===== config.mk =====
export PLATFORM = sky130hd
export DESIGN_NAME = uart_word_codec_flat
export DESIGN_NICKNAME = d
export VERILOG_FILES = /design/src/rtl/uart_word_codec_if.sv /design/src/rtl/uart_word_codec.sv /design/src/flat_wrapper.sv
export SDC_FILE = /design/constraint.sdc
export NUM_CORES = 1
export LEC_CHECK = 0
export CAP_MARGIN = 20
export CORE_UTILIZATION = 45
export CTS_CLUSTER_DIAMETER = 40
export CTS_CLUSTER_SIZE = 40
export DETAILED_ROUTE_END_ITERATION = 16
export PLACE_DENSITY = 0.7
export SETUP_SLACK_MARGIN = 0.05
export SLEW_MARGIN = 40
export SYNTH_ARGS = -nofsm -noshare
export SYNTH_HDL_FRONTEND = slang
export SYNTH_SLANG_ARGS = --single-unit

===== constraint.sdc =====
create_clock -name i_clk -period 2.3 [get_ports i_clk]
set_clock_uncertainty 0.15 [all_clocks]
set_input_delay 0.69 -clock i_clk [delete_from_list [all_inputs] [get_ports i_clk]]
set_output_delay 0.69 -clock i_clk [all_outputs]
set_load 0.02 [all_outputs]

===== src/rtl/uart_word_codec_if.sv =====
// uart_word_codec_if: RX word, TX frame and UART byte-core signals of the codec. Rev 1.0
`timescale 1ns/1ps
`default_nettype none

interface uart_word_codec_if #(
  parameter int DATA_BITS = 8,
  parameter int RX_BYTES  = 4,
  parameter int TX_BYTES  = 7
);
  logic                          i_rx_done;
  logic [DATA_BITS-1:0]          i_rx_data;
  logic                          i_flush;
  logic [RX_BYTES*DATA_BITS-1:0] o_word;
  logic                          o_word_valid;
  logic                          o_rx_timeout;
  logic [TX_BYTES*DATA_BITS-1:0] i_frame;
  logic                          i_frame_valid;
  logic                          o_frame_ready;
  logic                          o_tx_start;
  logic [DATA_BITS-1:0]          o_tx_data;
  logic                          i_tx_done;
  logic                          o_tx_busy;

  modport slave (
    input  i_rx_done, i_rx_data, i_flush, i_frame, i_frame_valid, i_tx_done,
    output o_word, o_word_valid, o_rx_timeout, o_frame_ready, o_tx_start,
           o_tx_data, o_tx_busy
  );

  modport master (
    output i_rx_done, i_rx_data, i_flush, i_frame, i_frame_valid, i_tx_done,
    input  o_word, o_word_valid, o_rx_timeout, o_frame_ready, o_tx_start,
           o_tx_data, o_tx_busy
  );
endinterface

`default_nettype wire


===== src/rtl/uart_word_codec.sv =====
// uart_word_codec: packs RX bytes into little-endian words (timeout/flush) and
// serialises buffered TX frames to the UART transmitter. Rev 1.0
`timescale 1ns/1ps
`default_nettype none

module uart_word_codec #(
  parameter int DATA_BITS  = 8,
  parameter int RX_BYTES   = 4,
  parameter int TX_BYTES   = 7,
  parameter int RX_TIMEOUT = 65535
) (
  input  logic               i_clk,
  input  logic               i_reset,
  uart_word_codec_if.slave   bus
);

  localparam int WORD_W   = RX_BYTES * DATA_BITS;
  localparam int FRAME_W  = TX_BYTES * DATA_BITS;
  localparam int RX_CNT_W = (RX_BYTES > 1) ? $clog2(RX_BYTES) : 1;
  localparam int TX_CNT_W = (TX_BYTES > 1) ? $clog2(TX_BYTES) : 1;
  localparam int TMO_W    = (RX_TIMEOUT > 1) ? $clog2(RX_TIMEOUT) : 1;

  localparam logic [RX_CNT_W-1:0] RX_LAST  = RX_CNT_W'(RX_BYTES - 1);
  localparam logic [TX_CNT_W-1:0] TX_LAST  = TX_CNT_W'(TX_BYTES - 1);
  localparam logic [TMO_W-1:0]    TMO_LAST = TMO_W'(RX_TIMEOUT - 1);

  typedef enum logic [1:0] {
    S_IDLE  = 2'd0,
    S_START = 2'd1,
    S_WAIT  = 2'd2
  } tx_state_t;

  // ---------------- RX word assembly ----------------
  logic [WORD_W-1:0]   slots_q, slots_d;
  logic [WORD_W-1:0]   word_q, word_d;
  logic [RX_CNT_W-1:0] rx_cnt_q, rx_cnt_d;
  logic [TMO_W-1:0]    tmo_q, tmo_d;
  logic                word_valid_q, word_valid_d;
  logic                rx_tmo_q, rx_tmo_d;

  always_comb begin
    slots_d      = slots_q;
    word_d       = word_q;
    rx_cnt_d     = rx_cnt_q;
    tmo_d        = tmo_q;
    word_valid_d = 1'b0;
    rx_tmo_d     = 1'b0;
    if (bus.i_flush) begin
      rx_cnt_d = '0;
      tmo_d    = '0;
    end else if (bus.i_rx_done) begin
      slots_d[rx_cnt_q*DATA_BITS +: DATA_BITS] = bus.i_rx_data;
      tmo_d = '0;
      if (rx_cnt_q == RX_LAST) begin
        word_d       = slots_d;
        word_valid_d = 1'b1;
        rx_cnt_d     = '0;
      end else begin
        rx_cnt_d = rx_cnt_q + 1'b1;
      end
    end else if (rx_cnt_q != '0) begin
      // Pulse lands RX_TIMEOUT cycles after the count started at zero.
      if (tmo_q == TMO_LAST) begin
        rx_cnt_d = '0;
        tmo_d    = '0;
        rx_tmo_d = 1'b1;
      end else begin
        tmo_d = tmo_q + 1'b1;
      end
    end
  end

  always_ff @(posedge i_clk or negedge i_reset) begin
    if (!i_reset) begin
      slots_q      <= '0;
      word_q       <= '0;
      rx_cnt_q     <= '0;
      tmo_q        <= '0;
      word_valid_q <= 1'b0;
      rx_tmo_q     <= 1'b0;
    end else begin
      slots_q      <= slots_d;
      word_q       <= word_d;
      rx_cnt_q     <= rx_cnt_d;
      tmo_q        <= tmo_d;
      word_valid_q <= word_valid_d;
      rx_tmo_q     <= rx_tmo_d;
    end
  end

  // ---------------- TX frame serialiser ----------------
  tx_state_t           state_q, state_d;
  logic [FRAME_W-1:0]  hold_q, hold_d;
  logic [FRAME_W-1:0]  shift_q, shift_d;
  logic [TX_CNT_W-1:0] tx_cnt_q, tx_cnt_d;
  logic                hold_valid_q, hold_valid_d;
  logic                accept;

  assign accept = bus.i_frame_valid & ~hold_valid_q;

  always_comb begin
    state_d      = state_q;
    hold_d       = hold_q;
    hold_valid_d = hold_valid_q;
    shift_d      = shift_q;
    tx_cnt_d     = tx_cnt_q;
    // Accept needs an empty hold, so it never collides with the IDLE reload.
    if (accept) begin
      hold_d       = bus.i_frame;
      hold_valid_d = 1'b1;
    end
    case (state_q)
      S_IDLE: begin
        if (hold_valid_q) begin
          shift_d      = hold_q;
          hold_valid_d = 1'b0;
          tx_cnt_d     = '0;
          state_d      = S_START;
        end
      end
      S_START: state_d = S_WAIT;
      S_WAIT: begin
        if (bus.i_tx_done) begin
          if (tx_cnt_q == TX_LAST) begin
            state_d = S_IDLE;
          end else begin
            tx_cnt_d = tx_cnt_q + 1'b1;
            state_d  = S_START;
          end
        end
      end
      default: state_d = S_IDLE;
    endcase
  end

  always_ff @(posedge i_clk or negedge i_reset) begin
    if (!i_reset) begin
      state_q      <= S_IDLE;
      hold_q       <= '0;
      hold_valid_q <= 1'b0;
      shift_q      <= '0;
      tx_cnt_q     <= '0;
    end else begin
      state_q      <= state_d;
      hold_q       <= hold_d;
      hold_valid_q <= hold_valid_d;
      shift_q      <= shift_d;
      tx_cnt_q     <= tx_cnt_d;
    end
  end

  assign bus.o_word        = word_q;
  assign bus.o_word_valid  = word_valid_q;
  assign bus.o_rx_timeout  = rx_tmo_q;
  assign bus.o_frame_ready = ~hold_valid_q;
  assign bus.o_tx_start    = (state_q == S_START);
  assign bus.o_tx_data     = shift_q[tx_cnt_q*DATA_BITS +: DATA_BITS];
  assign bus.o_tx_busy     = hold_valid_q | (state_q != S_IDLE);

endmodule

`default_nettype wire

===== src/flat_wrapper.sv =====
// flat-port wrapper written by rule: the top's interface ports become plain ports
module uart_word_codec_flat 
#(
  parameter int DATA_BITS  = 8,
  parameter int RX_BYTES   = 4,
  parameter int TX_BYTES   = 7,
  parameter int RX_TIMEOUT = 65535
)
  (i_clk, i_reset, bus_i_rx_done, bus_i_rx_data, bus_i_flush, bus_i_frame, bus_i_frame_valid, bus_i_tx_done, bus_o_word, bus_o_word_valid, bus_o_rx_timeout, bus_o_frame_ready, bus_o_tx_start, bus_o_tx_data, bus_o_tx_busy);
  uart_word_codec_if #(.DATA_BITS(DATA_BITS), .RX_BYTES(RX_BYTES), .TX_BYTES(TX_BYTES)) bus_i ();
  input  logic i_clk;
  input  logic i_reset;
  input wire logic [$bits(bus_i.i_rx_done)-1:0] bus_i_rx_done;
  input wire logic [$bits(bus_i.i_rx_data)-1:0] bus_i_rx_data;
  input wire logic [$bits(bus_i.i_flush)-1:0] bus_i_flush;
  input wire logic [$bits(bus_i.i_frame)-1:0] bus_i_frame;
  input wire logic [$bits(bus_i.i_frame_valid)-1:0] bus_i_frame_valid;
  input wire logic [$bits(bus_i.i_tx_done)-1:0] bus_i_tx_done;
  output wire logic [$bits(bus_i.o_word)-1:0] bus_o_word;
  output wire logic [$bits(bus_i.o_word_valid)-1:0] bus_o_word_valid;
  output wire logic [$bits(bus_i.o_rx_timeout)-1:0] bus_o_rx_timeout;
  output wire logic [$bits(bus_i.o_frame_ready)-1:0] bus_o_frame_ready;
  output wire logic [$bits(bus_i.o_tx_start)-1:0] bus_o_tx_start;
  output wire logic [$bits(bus_i.o_tx_data)-1:0] bus_o_tx_data;
  output wire logic [$bits(bus_i.o_tx_busy)-1:0] bus_o_tx_busy;
  assign bus_i.i_rx_done = bus_i_rx_done;
  assign bus_i.i_rx_data = bus_i_rx_data;
  assign bus_i.i_flush = bus_i_flush;
  assign bus_i.i_frame = bus_i_frame;
  assign bus_i.i_frame_valid = bus_i_frame_valid;
  assign bus_i.i_tx_done = bus_i_tx_done;
  assign bus_o_word = bus_i.o_word;
  assign bus_o_word_valid = bus_i.o_word_valid;
  assign bus_o_rx_timeout = bus_i.o_rx_timeout;
  assign bus_o_frame_ready = bus_i.o_frame_ready;
  assign bus_o_tx_start = bus_i.o_tx_start;
  assign bus_o_tx_data = bus_i.o_tx_data;
  assign bus_o_tx_busy = bus_i.o_tx_busy;
  uart_word_codec #(.DATA_BITS(DATA_BITS), .RX_BYTES(RX_BYTES), .TX_BYTES(TX_BYTES), .RX_TIMEOUT(RX_TIMEOUT)) u_core (.i_clk(i_clk), .i_reset(i_reset), .bus(bus_i));
endmodule

== After elaboration in Yosys (flattened, before gate mapping) ==
Index checks and enable logic that the tools add are counted.

* Output and inout port bits: 45
* Flip-flop bits (word level): 202
* Input port bits: 70

* Bitwise gates (word level): 4
* Shift-type cells: 3
* Muxes and demuxes: 28
* Eq/ne operators: 8
* Add/sub/neg operators: 4
* Reduce and logical (&&, ||, !) cells: 12

{| class="wikitable"
|+ Operators with widths
! operator !! number
|-
| $mux 16 || 4
|-
| $shiftx 56x7->8 || 1
|-
| $neg 5->34 || 1
|-
| $shift 8x34->32 const A || 1
|-
| $shiftx 8x34->32 || 1
|-
| $bwmux 32 || 1
|-
| $add 16x1->16 const B || 1
|-
| $eq 16x16->1 const B || 1
|-
| $mux 2 || 7
|-
| $mux 1 || 11
|-
| $mux 3 || 3
|-
| $reduce_and 2->1 || 4
|-
| $pmux 2 s3 || 1
|-
| $pmux 3 s2 || 1
|-
| $reduce_bool 2->1 || 3
|-
| $reduce_bool 3->1 || 2
|-
| $eq 2x2->1 const B || 2
|-
| $ne 2x2->1 const B || 2
|-
| $reduce_and 4->1 || 1
|-
| $add 3x1->3 const B || 1
|-
| $eq 3x3->1 const B || 1
|-
| $reduce_and 3->1 || 1
|-
| $add 2x1->2 const B || 1
|-
| $eq 2x1->1 const B || 1
|-
| 5 further kinds || 6
|}

== Longest topological paths before layout ==
Gate-level depths: netlist of run 1.

* Word-level depth: 5
* Gate-level depth with buffers: 8
* Mapped depth without buffers: 6

== Worst setup path before layout of run 1 ==
Ideal clock, no wire load.

* Path type: flip-flop to output port
* From: register u_core.tx_cnt_q[0]
* To: output port bus_o_tx_data[0]
* Arrival: 1667 ps
* Path slack: -207 ps
* Path buffers: 2
* Data required time: 1460 ps
* Cell stages (with the launch flop): 7
* Path through: dfrtp_1 > buf_2 > buf_2 > inv_1 > nor2_1 > a21oi_1 > a21oi_1

* Longest elaborated chain between the ends: 1

{| class="wikitable"
|+ Ends and longest elaborated chain
! item !! RTL line !! RTL
|-
| start, declared || uart_word_codec.sv:95 || <nowiki>logic [TX_CNT_W-1:0] tx_cnt_q, tx_cnt_d;</nowiki>
|-
| start signal, assigned || uart_word_codec.sv:148 || <nowiki>tx_cnt_q <= tx_cnt_d;</nowiki>
|-
| $shiftx 56x7->8 || uart_word_codec.sv:157 || <nowiki>assign bus.o_tx_data = shift_q[tx_cnt_q*DATA_BITS +: DATA_BITS];</nowiki>
|-
| end, declared || flat_wrapper.sv:24 || <nowiki>output wire logic [$bits(bus_i.o_tx_data)-1:0] bus_o_tx_data;</nowiki>
|}

Every way passes these cells.

== Worst setup path after layout of run 1 ==
* From: register u_core.tx_cnt_q[0]
* To: output port bus_o_tx_data[7]

Same word-level chain as after synthesis.

==> results by group, run 1 <==
Status
  – Status: finished, violations left
  – Failing checks: negative setup slack

Global routing
  – Met1 global-route usage: 26.0%
  – Met3 Use GR: 4.96%
  – Most Crowded Layer GR: met2
  – Met2 Use GR: 37.9%
  – Vias in the first global route: 6404
  – Overflow after GRT: 0
  – Largest net degree at the start of global routing: 66
  – Tot GR Track Use: 21.3%
  – First-pass GRT wire length: 33300 um
  – Antenna violations before repair: 1

Floorplanning
  – Die H: 141 um
  – Num rows: 50
  – Die width: 141 um
  – Num ports: 115
  – Die ar.: 0.0199 sq mm
  – Initial Util: 46.1%
  – Core footprint: 0.0188 sq mm

Power
  – Pwr dens: 1220 mW/mm^2
  – Peak supply drop: 685 uV
  – Total leakage power: 5.03 nW

Worst setup path
  – Crit path DAT: 1.94 ns
  – R2r endpoint: u_core.tmo_q[14]
  – Flop-to-flop setup slack: 0.15 ns
  – CP max FO: 4
  – Reg2reg start: u_core.rx_cnt_q[1]
  – Register-to-Register Path Depth: 6
  – CP endpoint kind: primary output
  – CP startpoint kind: register
  – Critical path class: reg -> out
  – Req. time, crit path: 1.46 ns

Route
  – DR vias: 6015
  – Detailed Route WL: 20400 um
  – Via-per-instance ratio: 5.34
  – # DRC: 0
  – Routed len/inst: 18.1 um
  – DRT Pass-1 Iters: 4
  – DRT iter0 DRCs: 270
  – Post-route ant nets: 0

Clock network
  – Maximum clock path buffer count: 3
  – TritonCTS clock tree: built
  – CTS root buf: clkbuf_16
  – Clk sinks: 202
  – # H-tree levels: 1
  – Clock latency on the worst-skew pair: 0.53 ns
  – Clk slew on worst S/H paths: 0.06 ns
  – Num CTS Buffers: 29

Timing
  – Fin. Hold Viols: 0
  – Sum Neg Setup Slack: -3.70 ns
  – Achievable Freq: 0.360 GHz
  – PnR worst setup slack: -0.477 ns
  – Setup violators final: 9
  – Min Hold Slack: 0.322 ns
  – Final worst path period need: 2.78 ns
  – Crit share post-route: 121%
  – Worst slew pin tran: 0.596 ns
  – Max-slew violation count: 0
  – Rel. slew slack: 60.3%
  – RSZ-0062 raised after global routing: yes

Placed design
  – RD Place Congestion: 0.830
  – I/O Buffers: 114
  – Dpl hpwl: 14100 um

Worst hold path
  – Worst Hold Depth: 2
  – Hold EP: u_core.bus.o_word[29]
  – Hold Crit Start: u_core.bus.o_word[29]
  – Hold Path Class: reg -> reg

Yosys
  – Synthesized Nets: 776
  – #FFs+latches synth: 202
  – Mean Syn Cell Area: 12.5 sq um
  – Number of synthesized flops with an enable pin: 0
  – Synth Instances: 696
  – Synth unique cells: 42
  – Top FF cell, synth: dfrtp_1
  – Ys Warns: 0
  – Ys async rst share: 100%
  – Mapped Area: 0.00869 sq mm
  – Register area share after synthesis: 58.2%

Cells and area
  – Nets: 923
  – Commonest non-fill, non-tap cell in the layout: dfrtp_1
  – Share of post-route cells with drive strength above 1: 30.0%
  – Layout area overhead: 30.9%
  – Antenna diodes: 0
  – Fill count: 1497
  – Most frequent cells in the layout: dfrtp_1 (201), mux2_2 (112), clkdlybuf4s50_1 (68), a21oi_1 (46), nand2_1 (46)

Run
  – Max Cap Viol: 0
-- per-stage QoR --
step	setup WS (ns)	total power, mW	std cells	utilization (%)	area [sq um]
2_1_floorplan	0.0658	7.97	696	-	8720
3_3_place_gp	-0.295	9.32	1067	55.1	10400
3_5_place_dp	-0.354	9.49	1067	55.1	10400
4_1_cts	-0.500	14.0	1124	60.3	11400
5_1_grt	-0.562	14.6	1126	60.4	11400
6_report	-0.477	13.9	1126	60.4	11400
-- flip-flops by register name, indices dropped and copies added, names as in the netlist --
| signal | cells |
|---|---|
| u_core.hold_q | 56 |
| u_core.shift_q | 56 |
| u_core.bus.o_word | 32 |
| u_core.slots_q | 32 |
| u_core.tmo_q | 16 |
| u_core.tx_cnt_q | 3 |
| u_core.rx_cnt_q | 2 |
| u_core.state_q | 2 |
| u_core.bus.o_rx_timeout | 1 |
| u_core.bus.o_word_valid | 1 |
| u_core.hold_valid_q | 1 |
-- cell usage after synthesis, types with 7 or more instances --
library cell | number | area (sq um)
mux2i_1 | 10 | 100
inv_1 | 8 | 30.0
nand2_1 | 46 | 173
xnor2_1 | 9 | 78.8
nor2_1 | 37 | 139
clkbuf_2 | 7 | 35.0
nor2b_1 | 35 | 219
o21ai_0 | 41 | 205
a21oi_1 | 54 | 270
mux4_2 | 8 | 180
mux2_2 | 112 | 1260
buf_2 | 22 | 110
dfrtp_1 | 202 | 5050
ha_1 | 10 | 125
a22o_1 | 32 | 280
clkbuf_1 | 12 | 45.0
-- layer usage --
layer / vias to the layer above / routed length (um) / share of wire, %
met5: - / 0 / 0
li1: 2772 / - / -
met1: 3024 / 8070 / 40
met2: 184 / 10600 / 52
met4: 0 / 418 / 2.0
met3: 35 / 1290 / 6.3
-- worst max path at each step --
stage | startpoint | end | slack (ns) | cells after the start
after CTS | u_core.tx_cnt_q[0] | bus_o_tx_data[1] | -0.50 | 5
after global placement | u_core.tx_cnt_q[0] | bus_o_tx_data[7] | -0.29 | 5
after global routing | u_core.tx_cnt_q[0] | bus_o_tx_data[1] | -0.56 | 5
final | u_core.tx_cnt_q[0] | bus_o_tx_data[7] | -0.48 | 5
after detailed placement | u_core.tx_cnt_q[0] | bus_o_tx_data[2] | -0.35 | 6
after floorplan | u_core.tx_cnt_q[0] | bus_o_tx_data[0] | 0.07 | 6
-- worst max-delay path, cell delays in order (launching register included) --
cell and delay (ns):
dfrtp_1 0.41, buf_6 0.15, mux4_2 0.51, nor2_2 0.11, a21oi_2 0.04, buf_2 0.18
-- cell type report --
type / count / area [sq um] / area share (%)
Multi-Input combinational cell: 443 / 3470 / 30.5
Timing Repair Buffer: 159 / 1490 / 13.1
Tap cell: 260 / 325 / 2.86
Inverter: 8 / 30.0 / 0.264
Clock buffer: 32 / 757 / 6.66
Sequential cell: 202 / 5060 / 44.5
Clock inverter: 22 / 244 / 2.15
-- power by group --
group          internal (mW)  leakage, nW  total (mW)  switching (mW)
logic                   2.24         1.98        3.98            1.75
clock network           2.77        0.490        4.48            1.71
registers               4.71         2.56        5.45           0.742
-- kinds of logic (layout without fill, tap and decap cells) --
kind of cell / count (synthesis) / in the layout / synth area share [%]
adders and majority gates: 10 / 10 / 1.44
muxes: 130 / 130 / 17.7
DFF: 202 / 202 / 58.2
AOI/OAI and AO/OA: 132 / 132 / 9.28
buffers and inverters: 51 / 221 / 2.71
and+or+nand+nor: 161 / 161 / 9.64
xor gates and xnor gates: 10 / 10 / 1.01
-- what timing repair did --
action,in CTS,in global routing
buffers inserted,2,2
pin swaps,0,3
gates resized for setup,93,5
setup endpoints to repair,45,11
hold buffers,1,0
hold endpoints to repair,40,0
Note: power is estimated with default switching activity, not from simulation.
==> run 2: changes to the inputs <==
--- a/config.mk
+++ b/config.mk
@@ -8,9 +8,10 @@
 export CAP_MARGIN = 20
 export CORE_UTILIZATION = 45
 export CTS_CLUSTER_DIAMETER = 40
-export CTS_CLUSTER_SIZE = 40
+export CTS_CLUSTER_SIZE = 25
 export DETAILED_ROUTE_END_ITERATION = 16
 export PLACE_DENSITY = 0.7
+export REMOVE_ABC_BUFFERS = 1
 export SETUP_SLACK_MARGIN = 0.05
 export SLEW_MARGIN = 40
 export SYNTH_ARGS = -nofsm -noshare
==> results by group, run 2 (same netlist as run 1, synthesis figures left out) <==
Floorplanning
  – Die width: 141 um (unchanged)
  – Initial Util: 46.1% (unchanged)
  – Num rows: 50 (unchanged)
  – Die H: 141 um (unchanged)
  – Die ar.: 0.0199 sq mm (unchanged)
  – Num ports: 115 (unchanged)
  – Core footprint: 0.0188 sq mm (unchanged)

Timing
  – Setup violators final: 9 (unchanged)
  – Worst slew pin tran: 0.533 ns (was 0.596 ns)
  – Min Hold Slack: -0.000767 ns (was 0.322 ns)
  – Max-slew violation count: 0 (unchanged)
  – Fin. Hold Viols: 1 (was 0)
  – Final worst path period need: 2.75 ns (was 2.78 ns)
  – PnR worst setup slack: -0.452 ns (was -0.477 ns)
  – Crit share post-route: 120% (was 121%)
  – RSZ-0062 raised after global routing: yes (unchanged)
  – Achievable Freq: 0.363 GHz (was 0.360 GHz)
  – Rel. slew slack: 64.5% (was 60.3%)

Worst setup path
  – CP startpoint kind: register (unchanged)
  – Critical path class: reg -> out (unchanged)
  – CP max FO: 8 (was 4)
  – Register-to-Register Path Depth: 6 (unchanged)
  – Req. time, crit path: 1.46 ns (about the same)
  – Slowest cell on the critical path: mux4_2 (unchanged)
  – CP delay by family, top: multiplexers (unchanged)
  – CP endpoint kind: primary output (unchanged)
  – CP Depth: 5 (unchanged)
  – Crit path DAT: 1.91 ns (was 1.94 ns)
  – Flop-to-flop setup slack: 0.18 ns (was 0.15 ns)
  – CP bufs+invs: 2 (unchanged)
  – Slowest stage delay, CP: 0.53 ns (was 0.51 ns)
  – Critical path, cell by cell: buf_6 -> mux4_2 -> nor2_2 -> a21oi_1 -> buf_2 (was buf_6 -> mux4_2 -> nor2_2 -> a21oi_2 -> buf_2)

Clock network
  – Num CTS Buffers: 28 (was 29)
  – Clock latency on the worst-skew pair: 0.54 ns (was 0.53 ns)
  – Clk sinks: 202 (unchanged)
  – # H-tree levels: 1 (unchanged)
  – Clk slew on worst S/H paths: 0.06 ns (about the same)
  – CTS root buf: clkbuf_16 (unchanged)
  – Hold Buf Count CTS: 0 (was 1)
  – Maximum clock path buffer count: 3 (unchanged)
  – TritonCTS clock tree: built (unchanged)

Global routing
  – Largest net degree at the start of global routing: 62 (was 66)
  – Antenna violations before repair: 0 (was 1)
  – Overflow after GRT: 0 (unchanged)
  – Tot GR Track Use: 20.1% (was 21.3%)
  – First-pass GRT wire length: 31900 um (was 33300 um)
  – Vias in the first global route: 6130 (was 6404)

Route
  – Via-per-instance ratio: 5.21 (was 5.34)
  – DR vias: 5924 (was 6015)
  – # DRC: 0 (unchanged)
  – Post-route ant nets: 0 (unchanged)
  – Routed len/inst: 17.0 um (was 18.1 um)
  – DRT iter0 DRCs: 308 (was 270)
  – DRT Pass-1 Iters: 5 (was 4)
  – Detailed Route WL: 19400 um (was 20400 um)

Placed design
  – I/O Buffers: 114 (unchanged)
  – Area post-placement: 0.0104 sq mm (about the same)
  – RD Place Congestion: 0.883 (was 0.830)
  – Dpl hpwl: 13200 um (was 14100 um)
  – Cell count after placement: 1078 (was 1067)

Cells and area
  – Nets: 934 (was 923)
  – Final Instance Area: 0.0115 sq mm (was 0.0114 sq mm)
  – Top Registers: u_core.hold_q: 56 flops, u_core.shift_q: 56 flops (unchanged)
  – Layout area overhead: 31.9% (was 30.9%)
  – Fill count: 1433 (was 1497)
  – Most frequent cells in the layout: dfrtp_1 (202), mux2_2 (112), clkdlybuf4s50_1 (68), a21oi_1 (51), buf_4 (48) (was dfrtp_1 (201), mux2_2 (112), clkdlybuf4s50_1 (68), a21oi_1 (46), nand2_1 (46))
  – Antenna diodes: 0 (unchanged)
  – Commonest non-fill, non-tap cell in the layout: dfrtp_1 (unchanged)
  – Layout Cells excl Fill: 1136 (was 1126)
  – Share of post-route cells with drive strength above 1: 30.1% (was 30.0%)
  – Final core occ: 60.9% (was 60.4%)

Power
  – Peak supply drop: 764 uV (was 685 uV)
  – Total leakage power: 5.08 nW (was 5.03 nW)
  – Pwr Total: 13.8 mW (was 13.9 mW)
  – Pwr dens: 1200 mW/mm^2 (was 1220 mW/mm^2)

Status
  – Status: finished, violations left (unchanged)
  – Failing checks: negative hold slack, negative setup slack (was negative setup slack)

Worst hold path
  – Hold Path Class: in -> async (was reg -> reg)

Run
  – Max Cap Viol: 0 (unchanged)
-- run 2: final timing paths --
check / startpoint / end
min in group i_clk: u_core.bus.o_word[5] / u_core.bus.o_word[5]
max reg2reg: u_core.rx_cnt_q[0] / u_core.tmo_q[14]
max in group asynchronous: i_reset / u_core.bus.o_word[23]
min: i_reset / u_core.hold_q[12]
min reg2reg: u_core.bus.o_word[5] / u_core.bus.o_word[5]
max: u_core.tx_cnt_q[0] / bus_o_tx_data[0]
-- run 2: per-stage QoR --
stage | TNS, ns | setup WS [ns] | hold slack (ns)
final | -3.43 | -0.452 | -0.000767
after CTS | -3.70 | -0.482 | 0.00602
after global placement | -4.17 | -0.277 | 0.318
after floorplan | -265.82 | -2.91 | 0.244
after detailed placement | -6.03 | -0.288 | 0.320
after global routing | -4.20 | -0.553 | 0.0203
-- run 2: routing by layer --
layer | up-vias | share of wire, % | track usage [%]
li1 | 2779 | - | -
met1 | 2946 | 43 | 25.7
met2 | 169 | 49 | 34.8
met3 | 30 | 5.8 | 4.01
met4 | 0 | 2.2 | 5.95
met5 | - | 0 | 0
-- run 2: area by class of cell --
cell class	count	area [sq um]	area share, %
flip-flops and latches	202	5050	44.1
multi-input cells	443	3450	30.1
repair buffers	171	1610	14.0
clock buffers	31	743	6.48
well taps	260	325	2.84
clock inverters	21	248	2.16
inverters	8	30.0	0.262
-- run 2: report_power, final --
group	switching, mW	leakage (nW)	internal (mW)	total, mW
Combinational	1.74	2.05	2.33	4.08
Clock	1.80	0.469	2.56	4.37
Sequential	0.655	2.56	4.70	5.36
Total	4.20	5.08	9.60	13.8
-- run 2: what timing repair did --
item                       CTS  global route
setup endpoints to repair   45            11
cloned                       0             0
buffers inserted             2             4
gates resized for setup     86            16
pin swaps                    2             4
==> run 3: changes to the inputs <==
--- a/config.mk
+++ b/config.mk
@@ -6,13 +6,15 @@
 export NUM_CORES = 1
 export LEC_CHECK = 0
 export CAP_MARGIN = 20
-export CORE_UTILIZATION = 45
+export CELL_PAD_IN_SITES_DETAIL_PLACEMENT = 0
+export CELL_PAD_IN_SITES_GLOBAL_PLACEMENT = 1
+export CORE_UTILIZATION = 40
 export CTS_CLUSTER_DIAMETER = 40
 export CTS_CLUSTER_SIZE = 25
 export DETAILED_ROUTE_END_ITERATION = 16
-export PLACE_DENSITY = 0.7
+export PLACE_DENSITY_LB_ADDON = 0.1
 export REMOVE_ABC_BUFFERS = 1
-export SETUP_SLACK_MARGIN = 0.05
+export SETUP_SLACK_MARGIN = 0.3
 export SLEW_MARGIN = 40
 export SYNTH_ARGS = -nofsm -noshare
 export SYNTH_HDL_FRONTEND = slang
==> results by group, run 3 (same netlist as run 1, synthesis figures left out) <==
Global routing
  – Vias in the first global route: 6384 (was 6130)
  – Overflow after GRT: 0 (unchanged)
  – Largest net degree at the start of global routing: 66 (was 62)
  – Tot GR Track Use: 18.3% (was 20.1%)
  – Antenna violations before repair: 0 (unchanged)
  – First-pass GRT wire length: 32300 um (was 31900 um)

Worst setup path
  – Crit path DAT: 1.87 ns (was 1.91 ns)
  – CP max FO: 6 (was 8)
  – Req. time, crit path: 1.46 ns (about the same)
  – CP endpoint kind: primary output (unchanged)
  – Worst Setup EP: bus_o_tx_data[5] (was bus_o_tx_data[0])
  – R2r endpoint: u_core.tx_cnt_q[1] (was u_core.tmo_q[14])
  – CP startpoint kind: register (unchanged)
  – Worst setup path start: u_core.tx_cnt_q[0] (unchanged)
  – Register-to-Register Path Depth: 8 (was 6)
  – Critical path class: reg -> out (unchanged)
  – Reg2reg start: u_core.tx_cnt_q[0] (was u_core.rx_cnt_q[0])
  – Flop-to-flop setup slack: 0.28 ns (was 0.18 ns)

Clock network
  – Maximum clock path buffer count: 3 (unchanged)
  – Clock latency on the worst-skew pair: 0.49 ns (was 0.54 ns)
  – Num CTS Buffers: 35 (was 28)
  – Hold Buf Count CTS: 0 (unchanged)
  – # H-tree levels: 2 (was 1)
  – TritonCTS clock tree: built (unchanged)
  – Clk sinks: 202 (unchanged)
  – CTS root buf: clkbuf_16 (unchanged)
  – Clk slew on worst S/H paths: 0.05 ns (was 0.06 ns)

Route
  – Via-per-instance ratio: 5.18 (was 5.21)
  – # DRC: 0 (unchanged)
  – DRT Pass-1 Iters: 4 (was 5)
  – Routed len/inst: 17.4 um (was 17.0 um)
  – Post-route ant nets: 0 (unchanged)
  – DR vias: 6033 (was 5924)
  – Detailed Route WL: 20300 um (was 19400 um)
  – DRT iter0 DRCs: 260 (was 308)

Timing
  – Worst slew pin tran: 0.486 ns (was 0.533 ns)
  – Achievable Freq: 0.369 GHz (was 0.363 GHz)
  – RSZ-0062 raised after global routing: yes (unchanged)
  – Min Hold Slack: 0.0178 ns (was -0.000767 ns)
  – Final worst path period need: 2.71 ns (was 2.75 ns)
  – Fin. Hold Viols: 0 (was 1)
  – Rel. slew slack: 67.5% (was 64.5%)
  – Crit share post-route: 118% (was 120%)
  – Max-slew violation count: 0 (unchanged)
  – Sum Neg Setup Slack: -3.13 ns (was -3.43 ns)
  – PnR worst setup slack: -0.411 ns (was -0.452 ns)
  – Setup violators final: 8 (was 9)

Cells and area
  – Most frequent cells in the layout: dfrtp_1 (201), mux2_2 (112), clkdlybuf4s50_1 (68), a21oi_1 (53), buf_4 (53) (was dfrtp_1 (202), mux2_2 (112), clkdlybuf4s50_1 (68), a21oi_1 (51), buf_4 (48))
  – Top Registers: u_core.hold_q: 56 flops, u_core.shift_q: 56 flops (unchanged)
  – Final core occ: 55.7% (was 60.9%)
  – Share of post-route cells with drive strength above 1: 36.3% (was 30.1%)
  – Commonest non-fill, non-tap cell in the layout: dfrtp_1 (unchanged)
  – Layout area overhead: 35.7% (was 31.9%)
  – Final Instance Area: 0.0118 sq mm (was 0.0115 sq mm)
  – Layout Cells excl Fill: 1165 (was 1136)
  – Nets: 946 (was 934)
  – Antenna diodes: 0 (unchanged)

Placed design
  – RD Place Congestion: 0.745 (was 0.883)
  – Place WS: -0.321 ns (was -0.288 ns)
  – Dpl hpwl: 13000 um (was 13200 um)
  – I/O Buffers: 114 (unchanged)
  – Area post-placement: 0.0104 sq mm (about the same)
  – Cell count after placement: 1086 (was 1078)

Worst hold path
  – Hold Path Class: in -> async (unchanged)

Run
  – Max Cap Viol: 0 (unchanged)

Floorplanning
  – Die width: 149 um (was 141 um)
  – Initial Util: 41.1% (was 46.1%)
  – Die ar.: 0.0223 sq mm (was 0.0199 sq mm)
  – Num rows: 53 (was 50)
  – Num ports: 115 (unchanged)
  – Die H: 149 um (was 141 um)
  – Core footprint: 0.0212 sq mm (was 0.0188 sq mm)

Power
  – Pwr dens: 1230 mW/mm^2 (was 1200 mW/mm^2)
  – Total leakage power: 5.10 nW (was 5.08 nW)
  – Peak supply drop: 538 uV (was 764 uV)
  – Pwr Total: 14.5 mW (was 13.8 mW)

Status
  – Status: finished, violations left (unchanged)
  – Failing checks: negative setup slack (was negative hold slack, negative setup slack)
## run 3: cell count changes in the layout (fill, tap and decap cells not counted), sizes merged
cell	previous run	this run
dlygate4sd2	34	0
clkinv	9	8
clkinvlp	4	3
clkdlybuf4s18	0	1
clkdlybuf4s15	0	19
inv	15	9
clkbuf	32	50
bufinv	1	2
buf	68	85
## run 3: power breakdown
| part | internal [mW] | total (mW) | leakage (nW) | switching, mW |
|---|---|---|---|---|
| registers | 4.71 | 5.32 | 2.56 | 0.616 |
| logic | 2.38 | 4.11 | 1.97 | 1.73 |
| clock network | 3.36 | 5.10 | 0.575 | 1.74 |
| total | 10.5 | 14.5 | 5.10 | 4.08 |
## run 3: per-layer routing
metal / vias up / GRT usage (%) / wire (um)
met3: 53 / 3.12 / 988
met4: 0 / 8.42 / 695
met2: 158 / 30.3 / 9790
li1: 2795 / - / -
met1: 3027 / 23.3 / 8850
met5: - / 0 / 0
## run 3: what timing repair did
| action | CTS | global route |
|---|---|---|
| pin swaps | 2 | 4 |
| setup endpoints to repair | 61 | 57 |
| cloned | 0 | 2 |
| gates resized for setup | 165 | 47 |
| setup buffers | 8 | 8 |
## run 3: critical path, cell delays in order (launching register included)
cell,delay (ns)
dfrtp_1,0.39
buf_6,0.16
mux4_2,0.51
nor2_2,0.10
a21oi_1,0.07
buf_4,0.17
## run 3: layout make-up
class,count,area (sq um)
sequential,202,5060
clock buffer,47,1030
clock inverter,14,139
timing repair buffer,176,1670
inverter,8,32.5
tap,275,344
fill,1749,9370
multi-input combinational,443,3510
## run 3: worst min-delay path by stage
stage,start,end,slack (ns),cells after the start
finish,i_reset,u_core.hold_q[23],0.02,1
detailed placement,u_core.bus.o_word[3],u_core.bus.o_word[3],0.32,2
CTS,i_reset,u_core.shift_q[32],0.04,1
global placement,u_core.bus.o_word[18],u_core.bus.o_word[18],0.32,2
global route,i_reset,u_core.hold_q[24],0.05,1
floorplan,i_reset,u_core.bus.o_rx_timeout,0.24,0
